==> config.mk <==
export PLATFORM = sky130hd
export DESIGN_NAME = load_store_unit
export DESIGN_NICKNAME = d
export VERILOG_FILES = /design/src/rtl/lsu_pkg.sv /design/src/rtl/lsu_lane_mux.sv /design/src/rtl/load_store_unit.sv
export SDC_FILE = /design/constraint.sdc
export NUM_CORES = 1
export LEC_CHECK = 0
export BUFFER_PORTS_ARGS = -buffer_cell sky130_fd_sc_hd__buf_2
export CAP_MARGIN = 15
export CORE_MARGIN = 3
export CORE_UTILIZATION = 30
export CTS_BUF_LIST = sky130_fd_sc_hd__clkbuf_4
export DETAILED_ROUTE_END_ITERATION = 8
export SLEW_MARGIN = 5
export SYNTH_ARGS = -nofsm -noshare
export SYNTH_HDL_FRONTEND = slang
export SYNTH_SLANG_ARGS = --single-unit
==> constraint.sdc <==
create_clock -name clk -period 2.5 [get_ports clk]
set_input_delay 0.5 -clock clk [delete_from_list [all_inputs] [get_ports clk]]
set_output_delay 0.5 -clock clk [all_outputs]
set_load 0.02 [all_outputs]
==> src/rtl/lsu_pkg.sv <==
// lsu_pkg: access-size encodings and FSM states shared by the load/store unit.
package lsu_pkg;
   localparam logic [1:0] SZ_BYTE = 2'b00;
   localparam logic [1:0] SZ_HALF = 2'b01;
   localparam logic [1:0] SZ_WORD = 2'b10;
   typedef enum logic [2:0] {IDLE, RD, MOD, WR, RESP} state_e;
endpackage

==> src/rtl/lsu_lane_mux.sv <==
// lsu_lane_mux: big-endian lane extract with sign/zero-extension and lane merge.
// Size 11 falls through to the word path.
module lsu_lane_mux
   import lsu_pkg::*;
(
   input  logic [1:0]  size_i,
   input  logic        uns_i,
   input  logic [1:0]  off_i,
   input  logic [31:0] rword_i,
   input  logic [31:0] mword_i,
   input  logic [31:0] wdata_i,
   output logic [31:0] ext_o,
   output logic [31:0] merged_o
);
   logic [4:0]  sh;
   logic [7:0]  b;
   logic [15:0] h;
   always_comb begin
      // byte k sits at bit 8*(3-k); ~off equals 3-off for two bits
      sh = {~off_i, 3'b000};
      b = 8'(rword_i >> sh);
      h = off_i[1] ? rword_i[15:0] : rword_i[31:16];
      ext_o = (size_i == SZ_BYTE) ? {{24{~uns_i & b[7]}}, b} :
              (size_i == SZ_HALF) ? {{16{~uns_i & h[15]}}, h} : rword_i;
      merged_o = (size_i == SZ_BYTE) ? ((mword_i & ~(32'hFF << sh)) | (32'(wdata_i[7:0]) << sh)) :
                 (size_i == SZ_HALF) ? (off_i[1] ? {mword_i[31:16], wdata_i[15:0]} : {wdata_i[15:0], mword_i[15:0]}) :
                 wdata_i;
   end
endmodule

==> src/rtl/load_store_unit.sv <==
// load_store_unit: single-outstanding load/store FSM with read-modify-write for sub-word stores.
// LSU_ALIGN_CHECK_EN enables misalignment and illegal-size errors; otherwise only range errors.
module load_store_unit
   import lsu_pkg::*;
#(
   parameter int MEMORY_SIZE = 64
) (
   input  logic        clk,
   input  logic        rst,
   input  logic        req,
   input  logic        we,
   input  logic [1:0]  size,
   input  logic        uns,
   input  logic [31:0] addr,
   input  logic [31:0] wdata,
   output logic        busy,
   output logic        done,
   output logic        err,
   output logic [31:0] rdata,
   output logic [31:0] mem_addr,
   output logic [31:0] mem_wdata,
   output logic        mem_write,
   input  logic [31:0] mem_rdata
);
   state_e      state_q, state_d;
   logic [31:0] addr_q, addr_d, wdata_q, wdata_d, word_q, word_d, rdata_q, rdata_d;
   logic [1:0]  size_q, size_d;
   logic        we_q, we_d, uns_q, uns_d, err_q, err_d;
   logic [31:0] ext, merged;
   logic        oor, err_in;

   assign oor = {addr[31:2], 2'b00} > 32'(MEMORY_SIZE - 4);
`ifdef LSU_ALIGN_CHECK_EN
   assign err_in = oor | (size == 2'b11) | ((size == SZ_HALF) & addr[0]) | ((size == SZ_WORD) & (addr[1:0] != 2'b00));
`else
   assign err_in = oor;
`endif

   lsu_lane_mux u_mux (
      .size_i  (size_q),
      .uns_i   (uns_q),
      .off_i   (addr_q[1:0]),
      .rword_i (mem_rdata),
      .mword_i (word_q),
      .wdata_i (wdata_q),
      .ext_o   (ext),
      .merged_o(merged)
   );

   always_comb begin
      state_d = state_q;
      addr_d  = addr_q;
      wdata_d = wdata_q;
      word_d  = word_q;
      rdata_d = rdata_q;
      size_d  = size_q;
      we_d    = we_q;
      uns_d   = uns_q;
      err_d   = err_q;
      case (state_q)
         IDLE: if (req) begin
            addr_d  = addr;
            size_d  = size;
            we_d    = we;
            uns_d   = uns;
            wdata_d = wdata;
            word_d  = wdata;
            err_d   = err_in;
            rdata_d = err_in ? 32'h0 : rdata_q;
            state_d = err_in ? RESP : (we & size[1]) ? WR : RD;
         end
         RD: begin
            word_d  = mem_rdata;
            rdata_d = we_q ? rdata_q : ext;
            state_d = we_q ? MOD : RESP;
         end
         MOD: begin
            word_d  = merged;
            state_d = WR;
         end
         WR:      state_d = RESP;
         default: state_d = IDLE;
      endcase
   end

   always_ff @(posedge clk) begin
      if (rst) begin
         state_q <= IDLE;
         addr_q  <= '0;
         wdata_q <= '0;
         word_q  <= '0;
         rdata_q <= '0;
         size_q  <= '0;
         we_q    <= 1'b0;
         uns_q   <= 1'b0;
         err_q   <= 1'b0;
      end else begin
         state_q <= state_d;
         addr_q  <= addr_d;
         wdata_q <= wdata_d;
         word_q  <= word_d;
         rdata_q <= rdata_d;
         size_q  <= size_d;
         we_q    <= we_d;
         uns_q   <= uns_d;
         err_q   <= err_d;
      end
   end

   assign busy      = state_q != IDLE;
   assign done      = state_q == RESP;
   assign err       = done & err_q;
   assign rdata     = rdata_q;
   assign mem_addr  = {addr_q[31:2], 2'b00};
   assign mem_wdata = word_q;
   assign mem_write = (state_q == WR) & ~rst;
endmodule

==> results.json <==
{
  "floorplan.initialDensity_pct": 30.8,
  "fillCellCount": 2513,
  "power_density_mw_per_mm2": 573,
  "cp.arrival_ns": 2.78,
  "path_buf_inv": 0,
  "port_buffers": 200,
  "synth_most_common_cell": "nand2_1",
  "dieArea_mm2": 0.0263,
  "fin_area_mm2": 0.00863,
  "seq_area_mm2": 0.00272,
  "place.gp.congestion": 0.888,
  "status": "complete, no violations",
  "synth_ff_type": "dfxtp_1",
  "crit_fanout": 16,
  "multi_input_area_mm2": 0.00395,
  "first_global_vias": 7022,
  "post-route-util_pct": 36.3,
  "fmax_mhz": 433,
  "skew_ns": 0.0289,
  "cts_buffers": 17,
  "top_layer": "met5",
  "nets": 1140,
  "grt_max_degree": 72,
  "ctsHoldBuffers": 0,
  "clockBufferDepth": 2,
  "dr.pass1.iters": 6,
  "cts_max_level": 4,
  "area.growth.synth_to_final_pct": 17.9,
  "die_x_um": 162,
  "clock_sinks": 136,
  "ys_seq_area_share_pct": 37.2,
  "cts_tree": "yes",
  "wl_met1_um": 11000,
  "vias_per_cell": 5.52,
  "netlist_top_cells_area": "dfxtp_1 (37%), nand2_1 (9.3%), a21oi_1 (5.9%), a22o_1 (3.8%), buf_4 (3.6%)",
  "synth_top_area_share_pct": 37.2,
  "wl_met2_um": 12700,
  "grt_pass1_wl_um": 41300,
  "io_pins": 203,
  "drv_cap": 0,
  "synth_warnings": 0,
  "row_count": 56,
  "cts_resized": 0,
  "synth_cell_types": 51,
  "overflow": 0,
  "avgSynthCellArea_um2": 8.01,
  "crit_family": "simple AND/OR/NAND/NOR gates",
  "tns_ns": 0,
  "totalWireLength_um": 27600,
  "via_count": 7582,
  "grt_usage_pct": 20.2,
  "ant_nets": 0,
  "slew_viol_final": 0,
  "ys_seq_elements": 136,
  "max_stage_delay_ns": 0.70,
  "rsz0062_at_grt": "no",
  "placed_area_mm2": 0.00832,
  "leakage_nw": 3.50,
  "cp_data_required_time_ns": 2.97,
  "synthCells": 913,
  "synth_edf_count": 0,
  "ir_worst_vdd_mv": 0.279,
  "maxSlewHeadroom_pct": 42.4,
  "clk_latency_ns": 0.57,
  "setup_violations": 0,
  "root_buffer": "clkbuf_4",
  "syn_area_mm2": 0.00732,
  "yosys.area.top_type": "dfxtp_1",
  "tightest_slew_ns": 0.863,
  "hold-worst-slack_ns": 0.162,
  "async_flop_share_pct": 0,
  "synth_commonest_cells": "nand2_1 (181), dfxtp_1 (136), a21oi_1 (86)",
  "fp.coreArea_mm2": 0.0238,
  "crit_chain": "mux2i_1, nor3b_1, a31o_1, or3b_1, o31ai_2",
  "crit_path_top_delay_cell": "or3b_1",
  "routed-wl-met3_um": 2850,
  "place_ws_ns": 0.212,
  "antenna_found_initial": 8,
  "cp-end-kind": "register",
  "cts_setup_buffers": 0,
  "power_mw": 4.95,
  "dp_hpwl_um": 19400,
  "min_path_type": "in2reg",
  "drc": 0,
  "dp_cells": 1336,
  "critical_path_class": "reg2reg",
  "hold_viol_final": 0,
  "die_h_um": 162,
  "finalCriticalPeriod_ns": 2.31,
  "path_clk_slew_ns": 0.13,
  "setup_ws_ns": 0.189,
  "drive_gt1_share_pct": 27.2,
  "fin_cells": 1373,
  "critPathLaunchType": "register",
  "min_period_over_period_pct": 92.4,
  "drt_iter0_drc": 914,
  "wl_per_cell_um": 20.1
}
worst paths after layout:
check	depth (start not counted)	start	end	slack (ns)
worst max-delay path	5	addr_q[1]$_SDFFE_PP0P_	rdata[25]$_SDFFE_PP0P_	0.19
worst min-delay path	3	addr[4]	addr_q[4]$_SDFFE_PP0P_	0.16
worst max register to register	5	addr_q[1]$_SDFFE_PP0P_	rdata[25]$_SDFFE_PP0P_	0.19
worst min register to register	2	addr_q[25]$_SDFFE_PP0P_	addr_q[25]$_SDFFE_PP0P_	0.46
sequential cells by signal (all words and copies together), names as in the netlist:
name and cells:
rdata 32, state_q 3, uns_q 1, mem_wdata 32
err_q 1, addr_q 32, wdata_q 32, we_q 1
size_q 2
worst register-to-register path: stages, from the launching register on:
cell,delay [ns]
dfxtp_1,0.63
mux2i_1,0.17
nor3b_1,0.16
a31o_1,0.21
or3b_1,0.70
o31ai_2,0.34
layout by cell type, fill, tap and decap left out, drive strengths merged, types with 4 or more instances in the layout:
master / n
buf: 227
nand2: 182
dfxtp: 136
a21oi: 86
nor2: 59
o21ai: 42
nand3b: 33
a22o: 32
a211oi: 29
mux2i: 20
a222oi: 18
clkbuf: 17
o31ai: 16
o22ai: 15
o211ai: 12
inv: 10
o221ai: 10
o41ai: 9
o2bb2ai: 9
clkinv: 9
a221oi: 8
mux4: 7
o2111ai: 6
a22oi: 6
a311oi: 6
nor4: 6
diode: 5
nand2b: 4
or2: 4
cells by family after synthesis:
logic type      after synthesis  share of synthesized area [%]
compound gates              309                           29.8
buf+inv                     133                           9.06
flops                       136                           37.2
mux                          27                           4.89
other cells                   1                         0.0513
simple gates                307                           19.0
cell type report:
cell class	instances	share of cell area, %
timing repair buffer	227	14.1
inverter	10	0.435
tap	319	4.63
clock buffer	17	1.48
sequential	136	31.6
multi-input combinational	645	45.8
clock inverter	14	1.84
antenna	5	0.145
routing by layer:
metal,up-vias,GRT usage (%)
li1,3561,-
met1,3575,25.4
met2,373,32.0
met3,67,6.58
met4,6,8.53
met5,-,0
report_power, final:
part	leakage [nW]	switching [mW]	internal, mW
logic	2.23	0.638	0.368
clock network	0.152	0.873	0.677
registers	1.11	0.108	2.28
Note: power is estimated with default switching activity, not from simulation.
